`config.mk`:
```
export PLATFORM = sky130hd
export DESIGN_NAME = pokey_audio_divider_ctl
export DESIGN_NICKNAME = d
export VERILOG_FILES = /design/src/rtl/pokey_audio_divider_ctl.sv
export SDC_FILE = /design/constraint.sdc
export NUM_CORES = 1
export LEC_CHECK = 0
export BUFFER_PORTS_ARGS = -buffer_cell sky130_fd_sc_hd__buf_4
export CORE_MARGIN = 3
export CORE_UTILIZATION = 61
export CTS_BUF_LIST = sky130_fd_sc_hd__clkbuf_8
export DETAILED_ROUTE_END_ITERATION = 7
export GPL_ROUTABILITY_DRIVEN = 0
export PLACE_DENSITY = 0.82
export SLEW_MARGIN = 15
export SYNTH_ARGS = -nofsm -noshare
export SYNTH_HDL_FRONTEND = slang
export SYNTH_SLANG_ARGS = --single-unit
```
`constraint.sdc`:
```
create_clock -name clk -period 4.2 [get_ports clk]
set_input_delay 0.21 -clock clk [delete_from_list [all_inputs] [get_ports clk]]
set_output_delay 0.21 -clock clk [all_outputs]
set_load 0.01 [all_outputs]
```
`src/rtl/pokey_audio_divider_ctl.sv`:
```
// POKEY audio divider sequencer: 64/15 kHz prescaler, per-channel clock select, 8/16-bit dividers.
// Optional POKEY_DIVIDER_DEBUG_EN exposes the four channel counters on dbg_cnt.
module pokey_audio_divider_ctl #(
  parameter int PRE64_DIV = 28,
  parameter int PRE15_DIV = 114
) (
  input  logic       clk,
  input  logic       rst_n,
  input  logic       enp,
  input  logic [7:0] audctl,
  input  logic [7:0] audf1,
  input  logic [7:0] audf2,
  input  logic [7:0] audf3,
  input  logic [7:0] audf4,
  input  logic       stimer,
  output logic [3:0] tick
`ifdef POKEY_DIVIDER_DEBUG_EN
  ,
  output logic [67:0] dbg_cnt
`endif
);

  logic [6:0]  pre_q, pre_d;
  logic [6:0]  div_m1;
  logic        base;
  logic [16:0] cnt_q [4];
  logic [16:0] cnt_d [4];
  logic [1:0]  join_q, join_d;
  logic [1:0]  fast_q, fast_d;
  logic [3:0]  tick_q, tick_d;
  logic [7:0]  audf [4];

  assign audf[0] = audf1;
  assign audf[1] = audf2;
  assign audf[2] = audf3;
  assign audf[3] = audf4;

  // Divisor is not latched: a count already past the new terminal value runs on to 127 and wraps.
  assign div_m1 = audctl[0] ? 7'(PRE15_DIV - 1) : 7'(PRE64_DIV - 1);
  assign base   = enp && (pre_q == div_m1);

  always_comb begin
    logic        join_new;
    logic        fast_new;
    logic        ev_lo;
    logic        reload;
    logic [1:0]  lo;
    logic [1:0]  hi;
    logic [1:0]  ctl;
    logic [16:0] hv;
    logic [16:0] lv;
    logic [16:0] jv;

    pre_d    = pre_q;
    tick_d   = '0;
    join_d   = join_q;
    fast_d   = fast_q;
    join_new = 1'b0;
    fast_new = 1'b0;
    ev_lo    = 1'b0;
    reload   = 1'b0;
    lo       = '0;
    hi       = '0;
    ctl      = '0;
    hv       = '0;
    lv       = '0;
    jv       = '0;
    for (int i = 0; i < 4; i++) cnt_d[i] = cnt_q[i];

    if (enp) pre_d = base ? 7'd0 : pre_q + 7'd1;

    // Pair p covers channels 2p+1 (low) and 2p+2 (high); join/clock mode is latched at the pair reload.
    for (int p = 0; p < 2; p++) begin
      lo       = 2'(2 * p);
      hi       = 2'(2 * p + 1);
      join_new = (p == 0) ? audctl[4] : audctl[3];
      fast_new = (p == 0) ? audctl[6] : audctl[5];
      ev_lo    = fast_q[p] ? enp : base;
      ctl      = join_q[p] ? hi : lo;
      hv       = {9'd0, audf[hi]};
      lv       = {8'd0, {1'b0, audf[lo]} + (fast_new ? 9'd3 : 9'd0)};
      jv       = {1'b0, audf[hi], audf[lo]} + (fast_new ? 17'd6 : 17'd0);
      reload   = 1'b0;

      if (!join_q[p] && base && !stimer) begin
        if (cnt_q[hi] == 17'd0) begin
          tick_d[hi] = 1'b1;
          cnt_d[hi]  = hv;
        end else begin
          cnt_d[hi] = cnt_q[hi] - 17'd1;
        end
      end

      if (stimer) begin
        reload = 1'b1;
      end else if (ev_lo) begin
        if (cnt_q[ctl] == 17'd0) begin
          tick_d[ctl] = 1'b1;
          reload      = 1'b1;
        end else begin
          cnt_d[ctl] = cnt_q[ctl] - 17'd1;
        end
      end

      // An unjoined high channel keeps its own phase unless stimer or a split from joined mode reloads it.
      if (reload) begin
        join_d[p] = join_new;
        fast_d[p] = fast_new;
        if (join_new) begin
          cnt_d[lo] = '0;
          cnt_d[hi] = jv;
        end else begin
          cnt_d[lo] = lv;
          if (stimer || join_q[p]) cnt_d[hi] = hv;
        end
      end
    end
  end

  always_ff @(posedge clk or negedge rst_n) begin
    if (!rst_n) begin
      pre_q  <= '0;
      tick_q <= '0;
      join_q <= '0;
      fast_q <= '0;
      for (int i = 0; i < 4; i++) cnt_q[i] <= '0;
    end else begin
      pre_q  <= pre_d;
      tick_q <= tick_d;
      join_q <= join_d;
      fast_q <= fast_d;
      for (int i = 0; i < 4; i++) cnt_q[i] <= cnt_d[i];
    end
  end

  assign tick = tick_q;

`ifdef POKEY_DIVIDER_DEBUG_EN
  assign dbg_cnt = {cnt_q[3], cnt_q[2], cnt_q[1], cnt_q[0]};
`endif

endmodule
```
==> impl_metrics.ini, run 1 <==
[yosys]
synth_top_cell_by_area = dfrtp_1
synth_ff_type = dfrtp_1
synth_area_per_cell_sq_um = 8.290
yosys-top-cells-area = dfrtp_1 29%, xnor2_1 5.2%, nor2_1 4.0%, nor3_1 3.9%, mux2i_1 3.7%
synth_cells = 878
synth_nets = 937
synthesis.area_sq_mm = 0.007278
synthDistinctLibCells = 76
async_reset_ff_share_pct = 100.0
yosys_warnings = 0
synth-seq-cells = 83
synth_top_area_share_pct = 28.54
ys_seq_area_share_pct = 28.54
synth-edff-count = 0

[route]
drtPass1Iterations = 5
wl_per_cell_microns = 21.89
drcViolationCount = 0
initialDrtViolationCount = 1097
wl_microns = 22700
drt.antenna.violating_nets = 0
via_per_inst = 7.383
vias = 7656

[global_route]
track_usage_pct = 34.45
grt_max_degree = 84
grt_pass1_vias = 7044
grt_pass1_wl_microns = 36490
grt-busiest-layer = met2
grt_use_met1_pct = 49.83
globalRouteOverflowTotal = 0
antenna_found_initial = 0
grt_use_met2_pct = 51.08
use_met3_pct = 7.421

[worst_hold_path]
hold_end = cnt_q[34]
min_path_type = input pin to register
whs_path_depth = 3
hold_start = audf1[0]

[finish]
drive_above_1_share_pct = 10.51
fin_nets = 948
finalNonFillerCells = 1037
antennaDiodeCount = 0
area_growth_pct = 8.355
final_util_pct = 68.48

[die]
pin_count = 48
die_x_microns = 115.2
initial_utilization_pct = 63.20
rows = 39
dieArea_sq_mm = 0.01328
chipHeight_microns = 115.2
core-area_sq_mm = 0.01152

[setup_path]
critPathBufInv = 0
critPathLaunchType = register
r2r-end = cnt_q[12]
path_class = register to register
cp_slowest_cell = dfrtp_1
rrSetupSlack_ns = 0.50
reg2regPathDepth = 7
worstSetupStartpoint = join_q[1]
critical_path_required_ns = 4.48
cp_top_family = flip-flops
cp-end-kind = register
path_max_fanout = 21
critPathMaxStageDelay_ns = 1.02
crit_arrival_ns = 3.97
crit_path_cell_trace = mux2i_1 > ha_1 > o211ai_1 > nor4_1 > nor2_1 > o311a_1 > o32ai_1
rr_startpoint = join_q[1]

[clock_network]
clock_latency_ns = 0.38
cts_tree = yes
h-tree-depth = 3
ctsHoldBuffers = 0
cts_resized = 0
root_buffer = clkbuf_8
clkSlewWorstSetupHoldPaths_ns = 0.09
cts.sinks = 83
clockBufferDepth = 2
postCtsSetupRepairBufs = 0
cts_buffers = 9

[timing]
layout_setup_ws_ns = 0.5024
rsz0062_at_grt = false
timing.final.crit_share_pct = 88.04
worst_pin_slew_ns = 1.123
max_freq_ghz = 0.2704
drv_slew = 0
max_slew_margin_pct = 24.85
hold_viol = 0
finalSetupTns_ns = 0
setup_viol = 0
timing.final.crit_period_ns = 3.698
fin_skew_ns = 0.009989

[placed_design]
dpl_worst_slack_ns = 0.6647
port_buffers = 44
dp.final_hpwl_microns = 16690
place_inst = 1019

[outcome]
status = completed

[power]
power_density_mw_per_mm2 = 348.3
p_leak_nw = 3.139
vdd_drop_max_uv = 227.3

[run]
cap_violations = 0
-- per-stage QoR --
stage	hold WS (ns)	total power (W)	instance area (sq um)
finish	0.1153	0.002747	7886
global route	0.1188	0.002873	7886
detailed placement	0.4746	0.001999	7615
global placement	0.4480	0.001961	7615
floorplan	-0.08559	0.001713	7278
CTS	0.06537	0.002703	7856
-- cells by family (layout without fill, tap and decap cells) --
family / count (synthesis) / count (layout) / synth area share (%)
simple gates: 349 / 349 / 25.63
mux: 33 / 33 / 4.642
buf+inv: 83 / 99 / 4.693
fa+ha+maj: 15 / 15 / 2.991
compound gates: 242 / 242 / 24.72
flops: 83 / 83 / 28.54
xor+xnor: 73 / 73 / 8.785
-- synth_stat cells, types with 5 or more instances --
| library cell | count |
|---|---|
| and3_1 | 10 |
| a221o_1 | 15 |
| or2_2 | 5 |
| nand2b_1 | 6 |
| or3_1 | 14 |
| nor2_1 | 78 |
| buf_2 | 6 |
| a32oi_1 | 7 |
| a21o_1 | 9 |
| mux2i_1 | 27 |
| nor4_1 | 27 |
| dfrtp_1 | 83 |
| xor2_1 | 30 |
| nand4_1 | 17 |
| nor4b_1 | 5 |
| o22ai_1 | 17 |
| nor3_1 | 57 |
| o21ai_0 | 24 |
| a22oi_1 | 23 |
| xnor2_1 | 43 |
| a21oi_1 | 37 |
| nand2_1 | 59 |
| o31ai_1 | 6 |
| o32ai_1 | 7 |
| a22o_1 | 11 |
| nor2b_1 | 5 |
| inv_1 | 27 |
| nand3b_1 | 11 |
| a211oi_1 | 11 |
| a31oi_1 | 7 |
| clkbuf_1 | 41 |
| mux2_2 | 6 |
| o211ai_1 | 8 |
| o2bb2ai_1 | 5 |
| ha_1 | 11 |
| nand3_1 | 26 |
-- metal layers --
| metal | wire (microns) | share of wire, % | vias to the layer above |
|---|---|---|---|
| li1 | - | - | 3379 |
| met1 | 9171 | 40 | 3620 |
| met2 | 9939 | 44 | 557 |
| met3 | 2900 | 13 | 100 |
| met4 | 685 | 3.0 | 0 |
| met5 | 0 | 0 | - |
-- sequential cells by signal, summed over array words and instances (netlist names) --
register,cells
cnt_q,68
fast_q,2
join_q,2
pre_q,7
tick,4
-- cells in the final DEF (no fill, tap or decap), types with 5 or more instances in the layout --
| cell | synthesis | layout |
|---|---|---|
| o22ai_1 | 17 | 17 |
| o211ai_1 | 8 | 8 |
| dfrtp_1 | 83 | 83 |
| nor4_1 | 27 | 27 |
| or3_1 | 14 | 14 |
| nor2b_1 | 5 | 5 |
| inv_1 | 27 | 28 |
| nand4_1 | 17 | 17 |
| clkbuf_8 | 0 | 10 |
| a21oi_1 | 37 | 37 |
| nand3_1 | 26 | 26 |
| o2bb2ai_1 | 5 | 5 |
| a22oi_1 | 23 | 23 |
| nor2_1 | 78 | 78 |
| nand2b_1 | 6 | 6 |
| ha_1 | 11 | 11 |
| buf_4 | 0 | 52 |
| xnor2_1 | 43 | 43 |
| xor2_1 | 30 | 30 |
| o31ai_1 | 6 | 6 |
| a31oi_1 | 7 | 7 |
| a221o_1 | 15 | 15 |
| mux2_2 | 6 | 6 |
| a211oi_1 | 11 | 11 |
| nand2_1 | 59 | 59 |
| or2_2 | 5 | 5 |
| a32oi_1 | 7 | 7 |
| and3_1 | 10 | 10 |
| a22o_1 | 11 | 11 |
| o21ai_0 | 24 | 24 |
| o32ai_1 | 7 | 7 |
| nor4b_1 | 5 | 5 |
| a21o_1 | 9 | 9 |
| mux2i_1 | 27 | 27 |
| nand3b_1 | 11 | 11 |
| nor3_1 | 57 | 57 |
-- worst reg2reg max path, stage by stage, from the launching register on --
cell      delay [ns]
dfrtp_1         1.02
mux2i_1         0.31
ha_1            0.36
o211ai_1        0.28
nor4_1          0.56
nor2_1          0.40
o311a_1         0.46
o32ai_1         0.21
-- worst max path at each step --
| stage | end | slack [ns] | cells past startpoint |
|---|---|---|---|
| after floorplan | cnt_q[56] | 0.54 | 13 |
| after global placement | cnt_q[12] | 0.96 | 7 |
| after detailed placement | cnt_q[12] | 0.66 | 7 |
| after CTS | cnt_q[12] | 0.62 | 7 |
| after global routing | cnt_q[12] | 0.41 | 7 |
| final | cnt_q[12] | 0.50 | 7 |
-- final cells by class --
| cell class | count | area [sq um] |
|---|---|---|
| tap | 143 | 178.9 |
| clock inverter | 6 | 103.9 |
| timing repair buffer | 54 | 420.4 |
| fill | 933 | 3630 |
| sequential | 83 | 2077 |
| inverter | 29 | 108.9 |
| multi-input combinational | 712 | 4860 |
| clock buffer | 10 | 137.6 |
-- where the power goes --
part,total [W],internal [W],switching (W)
clock,0.000714,0.000407,0.000306
combinational,0.000963,0.000381,0.000582
sequential,0.00107,0.000894,0.000176
total,0.00275,0.00168,0.00106
Note: power is estimated with default switching activity, not from simulation.
==> run 2, diff against run 1 <==
Settings changed: BUFFER_PORTS_ARGS -buffer_cell sky130_fd_sc_hd__buf_4 to -buffer_cell sky130_fd_sc_hd__buf_2, CELL_PAD_IN_SITES_DETAIL_PLACEMENT from default to 1, CELL_PAD_IN_SITES_GLOBAL_PLACEMENT from default to 2, CORE_UTILIZATION 61 to 38, CTS_BUF_LIST sky130_fd_sc_hd__clkbuf_8 to default, PLACE_DENSITY 0.82 to 0.84.
==> run 2 against run 1 <==
Against the previous run: count of clock-buffer cells in the layout is the same; setup slack gained 0.20 ns; sequential power is essentially flat; critical path type unchanged; global-route usage shrank 8.5 points; power grew 6.5%; sequential share of layout area shrank 0.38 points; critical endpoint is now cnt_q[16]; largest power group unchanged; via count shrank 4.6%; utilization shrank 25 points; worst hold slack gained 0.059 ns; first-iteration DRC count shrank 40%; combinational power grew 1%.
==> impl_metrics.ini, run 2 (synthesis results as in run 1) <==
[worst_hold_path]
min_path_type = input pin to register

[route]
wl_per_cell_microns = 23.52
wl_microns = 26560
drt.antenna.violating_nets = 0
initialDrtViolationCount = 654
via_per_inst = 6.471
drtPass1Iterations = 4
vias = 7306
drcViolationCount = 0

[setup_path]
cp-end-kind = register
crit_arrival_ns = 3.76
crit_path_cell_trace = buf_4 > clkinv_1 > a2111oi_0 > o21ai_0 > nor2_1 > nand3_1 > a32oi_1
path_max_fanout = 25
critPathBufInv = 2
critical_path_required_ns = 4.46
path_class = register to register
cp_top_family = simple AND/OR/NAND/NOR gates
critPathLaunchType = register
critPathMaxStageDelay_ns = 0.86
cp_slowest_cell = nor2_1

[finish]
fin_nets = 955
n_fill_cell = 2236
final_cell_mix = 83 x dfrtp_1, 78 x nor2_1, 59 x nand2_1
regMostFlops = cnt_q
final_util_pct = 43.50
multi_input_comb_area_sq_mm = 0.004860
largest_reg_flops = 68
drive_above_1_share_pct = 11.22
antennaDiodeCount = 0
area_growth_pct = 9.936
layout_commonest_cell = dfrtp_1
seq_area_sq_mm = 0.002077

[power]
p_leak_nw = 3.164
vdd_drop_max_uv = 211.7
power_density_mw_per_mm2 = 365.5

[clock_network]
postCtsSetupRepairBufs = 0
clockBufferDepth = 2
clock_latency_ns = 0.35
cts.sinks = 83
cts_buffers = 9
cts_tree = yes
cts_resized = 0
clkSlewWorstSetupHoldPaths_ns = 0.06
h-tree-depth = 3
root_buffer = clkbuf_16

[global_route]
antenna_found_initial = 0
grt_use_met1_pct = 38.70
globalRouteOverflowTotal = 0
grt_pass1_vias = 7290
use_met3_pct = 4.200
grt-busiest-layer = met2
grt_pass1_wl_microns = 42100
track_usage_pct = 25.99
grt_use_met2_pct = 39.26
grt_max_degree = 51

[die]
die_x_microns = 144.4
pin_count = 48
core-area_sq_mm = 0.01839
dieArea_sq_mm = 0.02085
initial_utilization_pct = 39.57
rows = 49
chipHeight_microns = 144.4

[placed_design]
dp.final_hpwl_microns = 20090
port_buffers = 44

[timing]
timing.final.crit_share_pct = 83.21
max_slew_margin_pct = 31.93
holdWs_ns = 0.1742
rsz0062_at_grt = false
max_freq_ghz = 0.2861
finalSetupTns_ns = 0
timing.final.crit_period_ns = 3.495
drv_slew = 0
hold_viol = 0
fin_skew_ns = 0.007740
setup_viol = 0
worst_pin_slew_ns = 1.017

[run]
cap_violations = 0

[outcome]
status = completed
[run 2: cell types whose count changed in the layout (fill, tap and decap cells not counted), sizes merged]
cell / before / now
inv: 28 / 27
bufinv: 3 / 2
clkinvlp: 0 / 1
buf: 53 / 60
[run 2: routing by layer]
layer  vias up  routed length, microns  share of wire, %
li1       3392                       -                 -
met1      3685                   12920                49
met2       200                   11880                45
met3        29                    1357               5.1
met4         0                     396               1.5
met5         -                       0                 0
[run 2: layout make-up]
| class | instances | share of cell area (%) |
|---|---|---|
| Sequential cell | 83 | 25.96 |
| Clock inverter | 5 | 0.9695 |
| Inverter | 29 | 1.360 |
| Multi-Input combinational cell | 712 | 60.73 |
| Timing Repair Buffer | 61 | 4.410 |
| Tap cell | 229 | 3.581 |
| Clock buffer | 10 | 2.987 |
[run 2: path summary, 6_finish.rpt]
kind / from / end / slack (ns) / cells after the start
worst min-delay path: audf1[0] / cnt_q[34] / 0.17 / 3
worst min register to register: cnt_q[67] / cnt_q[67] / 0.49 / 1
max in group asynchronous: rst_n / cnt_q[5] / 2.83 / 3
worst max-delay path: join_q[1] / cnt_q[16] / 0.70 / 7
min in group asynchronous: rst_n / cnt_q[50] / 0.45 / 2
worst max register to register: join_q[1] / cnt_q[16] / 0.70 / 7
[run 2: stage by stage]
step	setup WS, ns	instance area (sq um)	power (W)	cells
6_report	0.7050	8001	0.002925	1129
3_5_place_dp	0.7851	7675	0.002039	1113
3_3_place_gp	0.8757	7675	0.002026	1113
5_1_grt	0.4591	8001	0.003086	1129
2_1_floorplan	0.5444	7278	0.001713	878
4_1_cts	0.7600	8001	0.002922	1129
[run 2: tightest hold or removal path: stages]
cell and delay [ns]:
buf_2 0.12, a32oi_1 0.10, o31ai_1 0.06
[run 2: repair_timing]
action,CTS,global route
hold buffers,1,0
hold endpoints to repair,49,0
setup endpoints to repair,0,0
[run 2: where the power goes]
group	switching, W	internal, W	leakage, nW	total [W]
clock	0.000343	0.000532	0.154	0.000875
combinational	0.000605	0.000371	1.92	0.000977
sequential	0.000178	0.000896	1.08	0.00107
total	0.00113	0.00180	3.16	0.00292
